--- src/rtl/rx_packet_parser.sv ---
// rx_packet_parser: byte-stream packet framer.
// Frame layout: SFD (SFD_BYTES) | type (2) | length L (1) | payload (L) | FCS (1).
// Payload is streamed out one cycle after it is consumed, without buffering.
// The FCS byte carries the two's complement of the 8-bit running sum of the
// type bytes, L and the payload, so a good frame makes (sum + FCS) == 0.
// Optional feature: define RX_PACKET_PARSER_ERR_CAUSE_EN to add the err_cause
// output (0 ok, 1 size, 2 rxer, 3 truncation, 4 FCS), loaded on every pkt_done.
// Streaming contract: pay_valid is a one-cycle strobe with no ready; the
// consumer must take pay_data in every cycle pay_valid is 1.
module rx_packet_parser #(
  parameter int                SFD_BYTES     = 4,
  parameter logic [63:0]       C_SFD         = 64'h5544557F,
  parameter logic [15:0]       C_PACKET_TYPE = 16'h1234,
  parameter logic [7:0]        C_SIZE_MIN    = 8'h08,
  parameter logic [7:0]        C_SIZE_MAX    = 8'hFF,
  parameter int                CNT_W         = 16,
  parameter logic [CNT_W-1:0]  CNT_MAX       = {CNT_W{1'b1}}
) (
  input  logic             clk_in,
  input  logic             rst_n_in,
  input  logic [7:0]       rxd_in,
  input  logic             rxdv_in,
  input  logic             rxer_in,
  output logic [7:0]       pay_data,
  output logic             pay_valid,
  output logic             pay_last,
  output logic             pkt_done,
  output logic             pkt_ok,
  output logic [CNT_W-1:0] stat_packet_vld_cnt,
  output logic [CNT_W-1:0] stat_packet_err_cnt,
  output logic [CNT_W-1:0] stat_packet_drop_cnt,
  output logic [2:0]       state_dbg
`ifdef RX_PACKET_PARSER_ERR_CAUSE_EN
  ,
  output logic [2:0]       err_cause
`endif
);

  localparam logic [2:0] S_IDLE    = 3'd0;
  localparam logic [2:0] S_SFD     = 3'd1;
  localparam logic [2:0] S_TYPE    = 3'd2;
  localparam logic [2:0] S_SIZE    = 3'd3;
  localparam logic [2:0] S_PAYLOAD = 3'd4;
  localparam logic [2:0] S_FCS     = 3'd5;
  localparam logic [2:0] S_WAIT    = 3'd6;

  localparam logic [2:0] C_OK    = 3'd0;
  localparam logic [2:0] C_SIZE  = 3'd1;
  localparam logic [2:0] C_RXER  = 3'd2;
  localparam logic [2:0] C_TRUNC = 3'd3;
  localparam logic [2:0] C_FCS   = 3'd4;

  // Selects the low SFD_BYTES bytes of a 64-bit word.
  localparam logic [63:0] SFD_MASK = 64'hFFFF_FFFF_FFFF_FFFF >> (64 - 8 * SFD_BYTES);
  localparam logic [3:0]  SFD_LAST = 4'(SFD_BYTES - 1);

  logic [2:0]  state, state_n;
  logic [55:0] sfd_sr, sfd_sr_n;
  logic [63:0] sfd_word;
  logic [3:0]  idx, idx_n;
  logic [7:0]  type_hi, type_hi_n;
  logic [7:0]  len, len_n;
  logic [7:0]  pay_cnt, pay_cnt_n, pay_cnt_inc;
  logic [7:0]  csum, csum_n, csum_add;
  logic [7:0]  pay_data_n;
  logic        pay_valid_n, pay_last_n, done_n, ok_n;
  logic [2:0]  cause_n;
  logic        vld_inc, err_inc, drop_inc;
  logic        size_bad;

  assign sfd_word    = {sfd_sr, rxd_in};
  assign csum_add    = csum + rxd_in;
  assign pay_cnt_inc = pay_cnt + 8'd1;
  assign size_bad    = ({1'b0, rxd_in} < {1'b0, C_SIZE_MIN}) ||
                       ({1'b0, rxd_in} > {1'b0, C_SIZE_MAX});
  assign state_dbg   = state;

  // Next-state, datapath and event decode for the framing FSM.
  always_comb begin
    state_n     = state;
    sfd_sr_n    = sfd_sr;
    idx_n       = idx;
    type_hi_n   = type_hi;
    len_n       = len;
    pay_cnt_n   = pay_cnt;
    csum_n      = csum;
    pay_data_n  = pay_data;
    pay_valid_n = 1'b0;
    pay_last_n  = 1'b0;
    done_n      = 1'b0;
    ok_n        = 1'b0;
    cause_n     = C_OK;
    vld_inc     = 1'b0;
    err_inc     = 1'b0;
    drop_inc    = 1'b0;

    case (state)
      S_IDLE: begin
        if (rxdv_in) begin
          sfd_sr_n = 56'(rxd_in);
          idx_n    = 4'd1;
          csum_n   = 8'd0;
          if (SFD_BYTES == 1) begin
            idx_n   = 4'd0;
            state_n = ((sfd_word & SFD_MASK) == (C_SFD & SFD_MASK)) ? S_TYPE : S_WAIT;
          end else begin
            state_n = S_SFD;
          end
        end
      end

      S_SFD: begin
        if (!rxdv_in) begin
          state_n = S_IDLE;
        end else if (rxer_in) begin
          done_n = 1'b1; err_inc = 1'b1; cause_n = C_RXER; state_n = S_WAIT;
        end else begin
          sfd_sr_n = sfd_word[55:0];
          idx_n    = idx + 4'd1;
          if (idx == SFD_LAST) begin
            idx_n   = 4'd0;
            state_n = ((sfd_word & SFD_MASK) == (C_SFD & SFD_MASK)) ? S_TYPE : S_WAIT;
          end
        end
      end

      S_TYPE: begin
        if (!rxdv_in) begin
          done_n = 1'b1; err_inc = 1'b1; cause_n = C_TRUNC; state_n = S_IDLE;
        end else if (rxer_in) begin
          done_n = 1'b1; err_inc = 1'b1; cause_n = C_RXER; state_n = S_WAIT;
        end else begin
          csum_n = csum_add;
          if (idx == 4'd0) begin
            type_hi_n = rxd_in;
            idx_n     = 4'd1;
          end else if ({type_hi, rxd_in} == C_PACKET_TYPE) begin
            state_n = S_SIZE;
          end else begin
            drop_inc = 1'b1;
            state_n  = S_WAIT;
          end
        end
      end

      S_SIZE: begin
        if (!rxdv_in) begin
          done_n = 1'b1; err_inc = 1'b1; cause_n = C_TRUNC; state_n = S_IDLE;
        end else if (rxer_in) begin
          done_n = 1'b1; err_inc = 1'b1; cause_n = C_RXER; state_n = S_WAIT;
        end else if (size_bad) begin
          done_n = 1'b1; err_inc = 1'b1; cause_n = C_SIZE; state_n = S_WAIT;
        end else begin
          len_n     = rxd_in;
          csum_n    = csum_add;
          pay_cnt_n = 8'd0;
          // A zero-length payload (only possible when C_SIZE_MIN is 0) skips straight to FCS.
          state_n   = (rxd_in == 8'd0) ? S_FCS : S_PAYLOAD;
        end
      end

      S_PAYLOAD: begin
        if (!rxdv_in) begin
          done_n = 1'b1; err_inc = 1'b1; cause_n = C_TRUNC; state_n = S_IDLE;
        end else if (rxer_in) begin
          done_n = 1'b1; err_inc = 1'b1; cause_n = C_RXER; state_n = S_WAIT;
        end else begin
          pay_data_n  = rxd_in;
          pay_valid_n = 1'b1;
          csum_n      = csum_add;
          pay_cnt_n   = pay_cnt_inc;
          if (pay_cnt_inc == len) begin
            pay_last_n = 1'b1;
            state_n    = S_FCS;
          end
        end
      end

      S_FCS: begin
        if (!rxdv_in) begin
          done_n = 1'b1; err_inc = 1'b1; cause_n = C_TRUNC; state_n = S_IDLE;
        end else if (rxer_in) begin
          done_n = 1'b1; err_inc = 1'b1; cause_n = C_RXER; state_n = S_WAIT;
        end else if (csum_add == 8'd0) begin
          done_n = 1'b1; ok_n = 1'b1; vld_inc = 1'b1; state_n = S_WAIT;
        end else begin
          done_n = 1'b1; err_inc = 1'b1; cause_n = C_FCS; state_n = S_WAIT;
        end
      end

      S_WAIT: begin
        if (!rxdv_in) state_n = S_IDLE;
      end

      default: state_n = S_IDLE;
    endcase
  end

  // FSM and datapath registers; reset drops any packet in flight.
  always_ff @(posedge clk_in or negedge rst_n_in) begin
    if (!rst_n_in) begin
      state     <= S_IDLE;
      sfd_sr    <= '0;
      idx       <= '0;
      type_hi   <= '0;
      len       <= '0;
      pay_cnt   <= '0;
      csum      <= '0;
      pay_data  <= '0;
      pay_valid <= 1'b0;
      pay_last  <= 1'b0;
      pkt_done  <= 1'b0;
      pkt_ok    <= 1'b0;
    end else begin
      state     <= state_n;
      sfd_sr    <= sfd_sr_n;
      idx       <= idx_n;
      type_hi   <= type_hi_n;
      len       <= len_n;
      pay_cnt   <= pay_cnt_n;
      csum      <= csum_n;
      pay_data  <= pay_data_n;
      pay_valid <= pay_valid_n;
      pay_last  <= pay_last_n;
      pkt_done  <= done_n;
      pkt_ok    <= ok_n;
    end
  end

  // Saturating statistics counters.
  always_ff @(posedge clk_in or negedge rst_n_in) begin
    if (!rst_n_in) begin
      stat_packet_vld_cnt  <= '0;
      stat_packet_err_cnt  <= '0;
      stat_packet_drop_cnt <= '0;
    end else begin
      if (vld_inc && stat_packet_vld_cnt != CNT_MAX)
        stat_packet_vld_cnt <= stat_packet_vld_cnt + 1'b1;
      if (err_inc && stat_packet_err_cnt != CNT_MAX)
        stat_packet_err_cnt <= stat_packet_err_cnt + 1'b1;
      if (drop_inc && stat_packet_drop_cnt != CNT_MAX)
        stat_packet_drop_cnt <= stat_packet_drop_cnt + 1'b1;
    end
  end

`ifdef RX_PACKET_PARSER_ERR_CAUSE_EN
  // Cause of the latest pkt_done, held until the next one.
  always_ff @(posedge clk_in or negedge rst_n_in) begin
    if (!rst_n_in)   err_cause <= C_OK;
    else if (done_n) err_cause <= cause_n;
  end
`else
  logic unused_cause;
  assign unused_cause = ^cause_n;
`endif

endmodule
--- config.mk ---
export PLATFORM = sky130hd
export DESIGN_NAME = rx_packet_parser
export DESIGN_NICKNAME = d
export VERILOG_FILES = /design/src/rtl/rx_packet_parser.sv
export SDC_FILE = /design/constraint.sdc
export NUM_CORES = 1
export LEC_CHECK = 0
export CORE_ASPECT_RATIO = 1.5
export CORE_MARGIN = 5
export CORE_UTILIZATION = 56
export DETAILED_ROUTE_END_ITERATION = 8
export GPL_ROUTABILITY_DRIVEN = 1
export PLACE_DENSITY = 0.8
export SYNTH_ARGS = -nofsm -noshare
export SYNTH_HDL_FRONTEND = slang
export SYNTH_SLANG_ARGS = --single-unit
--- constraint.sdc ---
create_clock -name clk_in -period 4.6 [get_ports clk_in]
set_clock_uncertainty 0.2 [all_clocks]
set_input_delay 0.69 -clock clk_in [delete_from_list [all_inputs] [get_ports clk_in]]
set_output_delay 0.69 -clock clk_in [all_outputs]
set_load 0.1 [all_outputs]
# Yosys cells after proc, flatten, opt, wreduce, memory -nomap -nowiden

Cells that the tools add are included.

$add $sub $neg: 6
Magnitude comparators: 1
Equal/unequal tests: 30
Multiplexer cells: 71
Bitwise logic cells: 2
Reductions and logical operators: 20

Operators by type and width:

| operator              | count |
|---|---|
| $mux 8                | 11 |
| $mux 24               | 3 |
| $add 16x1->16 const B | 3 |
| $ne 16x16->1 const B  | 3 |
| $pmux 24 s2           | 1 |
| $mux 3                | 15 |
| $eq 32x31->1 const B  | 1 |
| $mux 4                | 7 |
| $mux 1                | 26 |
| $ne 2x2->1 const B    | 13 |
| $pmux 8 s3            | 1 |
| $pmux 3 s7            | 1 |
| $eq 16x13->1 const B  | 1 |
| $logic_not 8->1       | 2 |
| $pmux 8 s2            | 1 |
| $reduce_and 7->1      | 2 |
| $ne 4x4->1 const B    | 3 |
| $pmux 4 s3            | 1 |
| $reduce_and 4->1      | 3 |
| $eq 3x3->1 const B    | 3 |
| $add 8x1->8 const B   | 1 |
| $add 8x8->8           | 1 |
| $eq 8x8->1            | 1 |
| $lt 8x4->1 const B    | 1 |
| 17 further kinds      | 25 |

Register bits after elaboration: 123
Bits of input ports: 12
Output and inout bits: 63
Word-level logic and storage cells: 145

# Longest topological paths before layout

Gate-level depths: netlist of the first run.

Depth after elaboration: 7
Gate-level depth with buffers: 11
Depth with buffers taken out: 9

# Worst setup path before layout of the first run

Ideal clock, no wire load.

Kind: input to register
Start point: in rxd_in[0]
End point: reg stat_packet_err_cnt[15]
Setup time: 126 ps
Arrival: 3206 ps
Data required time: 4274 ps
Path slack: 1068 ps
Stages on the path: 9
Path buffers: 0
Cells stage by stage: ha_1 > fa_1 > xor2_1 > or4_1 > a21o_1 > or4b_4 > or2_4 > nand3_1 > mux2_2

Word-level cells in the longest chain between the ends: 7
Elaborated cells on any way between the ends: 11
Classes of those cells: 1 x add/sub; 1 x order compare; 7 x mux; 2 x reduce/logical

RTL lines:

| item                  | line | source |
|---|---|---|
| from (decl)           | 21   | `input logic [7:0] rxd_in,` |
| $add 8x8->8           | 72   | `assign csum_add = csum + rxd_in;` |
| $logic_not 8->1       | 184  | `end else if (csum_add == 8'd0) begin` |
| $mux 1                | 184  |  |
| $mux 1                | 182  | `end else if (rxer_in) begin` |
| $mux 1                | 180  | `if (!rxdv_in) begin` |
| $pmux 1 s4 (*)        | 97   | `case (state)` |
| $logic_and 1x1->1 (*) | 239  | `if (err_inc && stat_packet_err_cnt != CNT_MAX)` |
| to (signal assigned)  | 240  | `stat_packet_err_cnt <= stat_packet_err_cnt + 1'b1;` |
| to (decl)             | 30   | `output logic [CNT_W-1:0] stat_packet_err_cnt,` |

Mark *: on every way between the ends. The rest lies on a longest branch, timed or not.
A chain may end at the register's enable or synchronous reset.

# Final worst setup path of the first run

Start point: in rxd_in[0]
End point: reg stat_packet_err_cnt[5]

The elaborated chain is that of the path after synthesis.

==> key figures, run 1 <==
Status
  – Status: completed

Yosys
  – Cell taking the most area after synthesis: sky130_fd_sc_hd__dfrtp_1
  – Synthesized area per cell: 10.09 um2
  – Synth Net Count: between 600 and 700
  – Flop and latch count out of synthesis: 123
  – Cell types with the highest counts after synthesis: sky130_fd_sc_hd__dfrtp_1 (123), sky130_fd_sc_hd__nand2_1 (99), sky130_fd_sc_hd__o21ai_0 (42)
  – Post-synthesis cell area: 6157 um2
  – Count of cell types in the netlist: 62
  – Synth warn: 0
  – Proportion of register bits with asynchronous set or reset after synthesis: 100.0%
  – Fraction of synthesized cell area taken by the top area cell type: 49.99%
  – Dominant register cell in the synthesized netlist: sky130_fd_sc_hd__dfrtp_1
  – Fraction of the yosys area taken by sequential cells: 49.99%
  – Count of mapped cells out of synthesis: 610
  – Cell types with the largest area share after synthesis: sky130_fd_sc_hd__dfrtp_1 (50%), sky130_fd_sc_hd__nand2_1 (6.0%), sky130_fd_sc_hd__mux2_2 (5.1%)
  – Dominant cell by count in the synthesized netlist: sky130_fd_sc_hd__dfrtp_1
  – Post-synth EDFFs: 0

Global routing
  – Number of antenna violations at the first check in global routing: 0
  – GRT Residual Overflow: 0
  – Global routing usage summed across all routing layers: 24.51%
  – Via count of the first global-routing pass: 5153
  – First-pass GRT wire length: roughly 26 mm
  – Pin count of the biggest net entering global routing: 78

Worst setup path
  – Series of cell instances along the critical path: clkdlybuf4s50_1 > ha_1 > fa_1 > xor2_1 > or4_1 > a21o_1 > or4b_4 > o21ai_2 > buf_4 > nor3_1 > xor2_1
  – Data arrival time of the critical path: 3.88 ns
  – Most common cell type on the critical path: sky130_fd_sc_hd__xor2_1
  – Critical path launch point type: input pin
  – Crit Path Category: input pin to register
  – Setup slack, reg-to-reg: 1.18 ns
  – Endpoint of the worst register-to-register path: stat_packet_err_cnt[5]
  – Largest driver fanout on the critical path: 8
  – Startpoint of the worst-slack reg-to-reg timing path: csum[0]
  – Slowest-stage cell, CP: sky130_fd_sc_hd__or4b_4
  – Maximum single-stage delay on the critical path: approximately 0.54 ns
  – Data required time at the worst endpoint: 4.69 ns
  – CP endpoint kind: register
  – Worst setup path start: rxd_in[0]
  – Count of cells along the worst register-to-register path: 10

Power and ir drop
  – PnR Total Power: 5.061 mW
  – Max rail drop VDD: 0.3695 mV
  – Lkg Pwr: 3.414 nW
  – Power per unit of standard cell area: 653.3 nW/um2

Floorplan
  – Horizontal die dimension: 95.62 um
  – Chip height: 138.4 um
  – CORE AREA: approximately 11000 um2
  – Number of core rows: 47
  – Top Ports: 75
  – Die Footprint: 13240 um2
  – Initial core utilization: between 50% and 60%

Final layout
  – Ratio of cells with drive above 1 in the final layout: 11.35%
  – Post-Route Utilization: 71.21%
  – Net count of the finished layout: 718
  – Count of placed standard cells in the final layout, fillers left out: 852
  – Area Overhead vs Synth: 25.83%
  – Antenna diode count: 0
  – Final instance area: 7747 um2
  – Number of fill cells: 766

Routing
  – Detailed Route WL: 15.23 mm
  – Initial DRT Pass Iterations: 5
  – Vias per cell: slightly below 6
  – Routed length per placed instance: 17.88 um
  – DRC violations left: 0
  – Number of vias in the routed layout: 5039
  – Number of antenna-violating nets in the routed design: 0
  – Initial drt markers: 278

Timing
  – Final hold slack: 0.2396 ns
  – Setup TNS after final layout: 0 ns
  – Min cycle time layout: 3.794 ns
  – Worst slew margin relative to its limit: 31.47%
  – Fraction of the cycle the final worst path needs: 82.47%
  – Pins over their slew limit: 0
  – RSZ-0062 raised after global routing: false
  – Setup slack of the critical path after layout: 0.8063 ns
  – Final Hold Fails: 0
  – Maximum achievable frequency: 263.6 MHz
  – Transition time at the pin with the least slew margin: slightly above 1 ns
  – Count of final setup violators: 0

Clock tree
  – TritonCTS Buffers: 17
  – CTS clk-pin slew, worst paths: 0.05 ns
  – Clock sink count: 123
  – Number of resized instances in the post-cts repair step: 0
  – Hold-fix buffers, CTS: 0
  – Clock tree from TritonCTS: done
  – H-tree lvl count: 4
  – Clock Latency Late Sink: 0.41 ns
  – Largest buffer count on any clock path: 2
  – Post-CTS Repair Setup Buffers: 0
  – Library cell used as clock root buffer: sky130_fd_sc_hd__clkbuf_16

Place
  – Minimum setup slack after placement: 0.3843 ns
  – Placed inst area: 7087 um2
  – Estimated wirelength of the detail-placed design: approximately 11 mm
  – Placed cell count: 820
  – RD Place Congestion: 0.8629
  – Quantity of I/O buffers inserted on ports: 74

Min path
  – Type of the worst min-delay path: input pin to async pin

Job
  – Number of maximum-capacitance violations: 0
[area by class of cell]
cell class	instances	area (um2)	area share (%)
clock inverters	7	185.2	2.390
repair buffers	86	840.8	10.85
multi-input cells	453	2943	37.98
well taps	147	183.9	2.374
flip-flops and latches	123	3078	39.73
inverters	11	41.29	0.5329
clock buffers	25	475.5	6.137
[critical path: cells and delay by family]
kind | cells | cell delay (ns)
buffers and inverters | 2 | 0.66
and+or+nand+nor | 3 | 1.01
xor gates and xnor gates | 2 | 0.32
adders and majority gates | 2 | 0.65
AOI/OAI and AO/OA | 2 | 0.55
[registers in the layout (all words and copies together) (netlist names), 8 cells and up]
register              flops
stat_packet_err_cnt      16
stat_packet_drop_cnt     16
stat_packet_vld_cnt      16
sfd_sr                   24
len                       8
pay_cnt                   8
type_hi                   8
pay_data                  8
csum                      8
[cells by family (layout without fill, tap and decap cells)]
logic type	after synthesis	after routing	share of synthesized area [%]
buffers and inverters	34	129	2.215
flip-flops	123	123	49.99
multiplexers	31	31	5.649
adder cells (fa/ha/maj)	14	14	2.967
XOR/XNOR	54	54	7.681
AND/OR/NAND/NOR	261	261	21.91
AO/OA/AOI/OAI	93	93	9.591
[metal layers]
layer | up-vias | global-route usage [%] | part of all wire [%]
met1 | 2490 | 28.81 | 39
li1 | 2335 | - | -
met3 | 42 | 4.674 | 4.6
met4 | 0 | 10.42 | 3.0
met2 | 172 | 42.67 | 54
met5 | - | 0 | 0
[worst max path at each step]
stage                                         end  slack (ns)  depth (start not counted)
after floorplan           stat_packet_err_cnt[15]        1.07                          9
after global placement     stat_packet_err_cnt[5]        0.45                         11
after detailed placement   stat_packet_err_cnt[5]        0.38                         11
after CTS                  stat_packet_err_cnt[5]        0.82                         11
after global routing       stat_packet_err_cnt[5]        0.67                         11
final                      stat_packet_err_cnt[5]        0.81                         11
[where the power goes]
group / internal [mW] / switching (mW)
clock: 1.04 / 0.456
combinational: 0.622 / 1.29
sequential: 1.36 / 0.294
total: 3.02 / 2.04
[placed cells by master, fill, tap and decap left out, drive strengths merged, types with 3 or more instances in the layout]
| cell type | instances |
|---|---|
| mux2 | 30 |
| clkdlybuf4s50 | 73 |
| xnor2 | 32 |
| or2 | 3 |
| nor3b | 5 |
| nor2 | 30 |
| a21o | 4 |
| and2 | 5 |
| nor4bb | 3 |
| nand2b | 3 |
| nand3 | 29 |
| clkbuf | 25 |
| bufinv | 6 |
| or3b | 5 |
| nand4 | 21 |
| nor4b | 5 |
| ha | 13 |
| a32o | 3 |
| dfrtp | 123 |
| a211oi | 3 |
| buf | 13 |
| a21oi | 11 |
| nor3 | 19 |
| xor2 | 22 |
| o21ai | 43 |
| inv | 11 |
| and3 | 14 |
| nand2 | 99 |
| a22o | 7 |
| o31ai | 4 |
| and4 | 5 |
(Power assumes the default switching activity.)
==> inputs of run 2 (changes only) <==
==> constraint.sdc (replaced) <==
create_clock -name clk_in -period 3.8 [get_ports clk_in]
set_clock_uncertainty 0.2 [all_clocks]
set_input_delay 0.57 -clock clk_in [delete_from_list [all_inputs] [get_ports clk_in]]
set_output_delay 0.57 -clock clk_in [all_outputs]
set_load 0.1 [all_outputs]
==> run 2 against run 1 <==
  * Critical path depth down 1
  * Final area down 0.32%
  * Hold slack worse by 0.22 ns
  * Combinational power up 25%
  * Flip-flop and latch count unchanged
  * Wire length down 1.6%
  * Clock power up 3%
  * Global-route usage down 0.46 points
  * First-iteration DRC count down 18%
==> key figures, run 2 (synthesized netlist as in run 1, its figures left out) <==
Worst setup path
  – Data arrival time of the critical path: 3.63 ns (-0.25 ns)
  – Count of cells along the worst register-to-register path: 9 (-1)
  – Largest driver fanout on the critical path: 4 (-4)
  – Data required time at the worst endpoint: 3.90 ns (-0.79 ns)
  – CP endpoint kind: register
  – Setup slack, reg-to-reg: 0.49 ns (-0.69 ns)
  – Startpoint of the worst-slack reg-to-reg timing path: csum[0]
  – Critical path launch point type: input pin
  – Crit Path Category: input pin to register
  – Endpoint of the worst register-to-register path: stat_packet_err_cnt[15]

Floorplan
  – Die Footprint: 13240 um2 (unchanged)
  – CORE AREA: 10880 um2 (unchanged)
  – Initial core utilization: 56.60% (unchanged)
  – Top Ports: 75 (unchanged)
  – Horizontal die dimension: 95.62 um (unchanged)
  – Chip height: 138.4 um (unchanged)
  – Number of core rows: 47 (unchanged)

Timing
  – RSZ-0062 raised after global routing: false
  – Transition time at the pin with the least slew margin: 0.9964 ns (-0.02840 ns)
  – Maximum achievable frequency: approximately 280 MHz
  – Pins over their slew limit: 0 (unchanged)
  – Final Hold Fails: 0 (unchanged)
  – Fraction of the cycle the final worst path needs: 93.08%
  – Count of final setup violators: 0 (unchanged)
  – Setup slack of the critical path after layout: 0.2631 ns (-0.5433 ns)
  – Worst slew margin relative to its limit: 33.36% (+1.9 points)
  – Final hold slack: 0.02409 ns (-0.2155 ns)
  – Min cycle time layout: 3.537 ns

Clock tree
  – TritonCTS Buffers: 17 (unchanged)
  – Largest buffer count on any clock path: 2 (unchanged)
  – Clock tree from TritonCTS: done
  – CTS clk-pin slew, worst paths: 0.06 ns (about the same)
  – H-tree lvl count: 4 (unchanged)
  – Clock sink count: 123 (unchanged)
  – Library cell used as clock root buffer: sky130_fd_sc_hd__clkbuf_16
  – Clock Latency Late Sink: 0.42 ns (about the same)
  – Hold-fix buffers, CTS: 0 (unchanged)
  – Post-CTS Repair Setup Buffers: 0 (unchanged)
  – Number of resized instances in the post-cts repair step: 0 (unchanged)

Routing
  – Initial drt markers: 229 (-18%)
  – Vias per cell: 5.857 (-0.97%)
  – Initial DRT Pass Iterations: 5 (unchanged)
  – Routed length per placed instance: 17.45 um (-2.4%)
  – Number of vias in the routed layout: 5031 (-0.16%)
  – Number of antenna-violating nets in the routed design: 0 (unchanged)
  – DRC violations left: 0 (unchanged)
  – Detailed Route WL: 14.99 mm (-1.6%)

Global routing
  – GRT Residual Overflow: 0 (unchanged)
  – Via count of the first global-routing pass: 5219 (+1.3%)
  – First-pass GRT wire length: 25.15 mm (-1.8%)
  – Number of antenna violations at the first check in global routing: 0 (unchanged)
  – Pin count of the biggest net entering global routing: 65 (-17%)
  – Global routing usage summed across all routing layers: 24.05% (-0.46 points)

Final layout
  – Ratio of cells with drive above 1 in the final layout: 13.34% (+2.0 points)
  – Area Overhead vs Synth: 25.42%
  – Top register by number of flip-flops: sfd_sr
  – Net count of the finished layout: 727 (+1.3%)
  – Leading cell type in the layout, fill and taps excluded: sky130_fd_sc_hd__dfrtp_1
  – Number of flip-flops under the largest register name: 24 (unchanged)
  – Final instance area: 7722 um2 (-0.32%)
  – Antenna diode count: 0 (unchanged)
  – Commonest non-fill, non-tap cells in the layout: sky130_fd_sc_hd__dfrtp_1 (123), sky130_fd_sc_hd__nand2_1 (99), sky130_fd_sc_hd__clkdlybuf4s50_1 (70)

Status
  – Status: completed

Min path
  – Type of the worst min-delay path: input pin to async pin

Place
  – RD Place Congestion: 0.9290 (+7.7%)
  – Quantity of I/O buffers inserted on ports: 74 (unchanged)
  – Estimated wirelength of the detail-placed design: 10.44 mm (-0.61%)
  – Placed inst area: 7159 um2 (+1.0%)
  – Minimum setup slack after placement: -0.1650 ns (-0.5492 ns)

Job
  – Number of maximum-capacitance violations: 0 (unchanged)

Power and ir drop
  – Lkg Pwr: 3.421 nW (+0.20%)
  – PnR Total Power: 5.869 mW (+16%)
  – Power per unit of standard cell area: 759.9 nW/um2 (+16%)
  – Max rail drop VDD: 0.4544 mV (+23%)
## run 2: cell count changes in the layout (fill, tap and decap cells not counted), sizes merged
cell | before | now
buf | 13 | 25
bufinv | 6 | 1
clkdlybuf4s50 | 73 | 70
clkinv | 1 | 4
clkbuf | 25 | 23
clkinvlp | 0 | 2
## run 2: cell type report
class,instances,area [um2]
Sequential cell,123,3078
Clock inverter,7,65.06
Multi-Input combinational cell,453,2943
Clock buffer,23,498.0
Inverter,11,41.29
Fill cell,793,3157
Tap cell,147,183.9
Timing Repair Buffer,95,913.4
## run 2: per-layer routing
metal  routed length [um]  vias to the layer above  track usage [%]
li1                     -                     2344                -
met1                 5882                     2483            28.45
met2                 7938                      166            41.57
met3                  688                       38            4.891
met4                  482                        0            10.12
met5                    0                        -                0
## run 2: critical path, cell delays in order
cell,delay [ns]
sky130_fd_sc_hd__clkdlybuf4s50_1,0.42
sky130_fd_sc_hd__ha_1,0.23
sky130_fd_sc_hd__fa_1,0.41
sky130_fd_sc_hd__xor2_1,0.19
sky130_fd_sc_hd__or4_1,0.40
sky130_fd_sc_hd__a21o_1,0.19
sky130_fd_sc_hd__or4b_4,0.53
sky130_fd_sc_hd__or2_4,0.28
sky130_fd_sc_hd__nand3_1,0.09
sky130_fd_sc_hd__mux2_2,0.33
## run 2: how the worst max path moves through the flow
stage                         start                       to  cells after the start
after floorplan           rxd_in[0]  stat_packet_err_cnt[15]                      9
after global placement    rxd_in[0]  stat_packet_err_cnt[15]                     10
after detailed placement  rxd_in[0]  stat_packet_err_cnt[15]                     10
after CTS                 rxd_in[0]  stat_packet_err_cnt[15]                     10
after global routing      rxd_in[0]  stat_packet_err_cnt[15]                     10
final                     rxd_in[0]  stat_packet_err_cnt[15]                     10
## run 2: per-stage QoR
step	TNS [ns]	instances	util, %
final	0	859	70.98
after floorplan	0	610	-
after global placement	-0.4975	829	65.81
after global routing	0	859	70.98
after CTS	0	859	70.98
after detailed placement	-1.143	829	65.81
## run 2: power breakdown
group | internal (mW) | switching [mW] | leakage [nW] | total [mW]
logic | 0.791 | 1.59 | 1.50 | 2.38
clock network | 0.973 | 0.564 | 0.277 | 1.54
registers | 1.65 | 0.309 | 1.64 | 1.95
total | 3.41 | 2.46 | 3.42 | 5.87
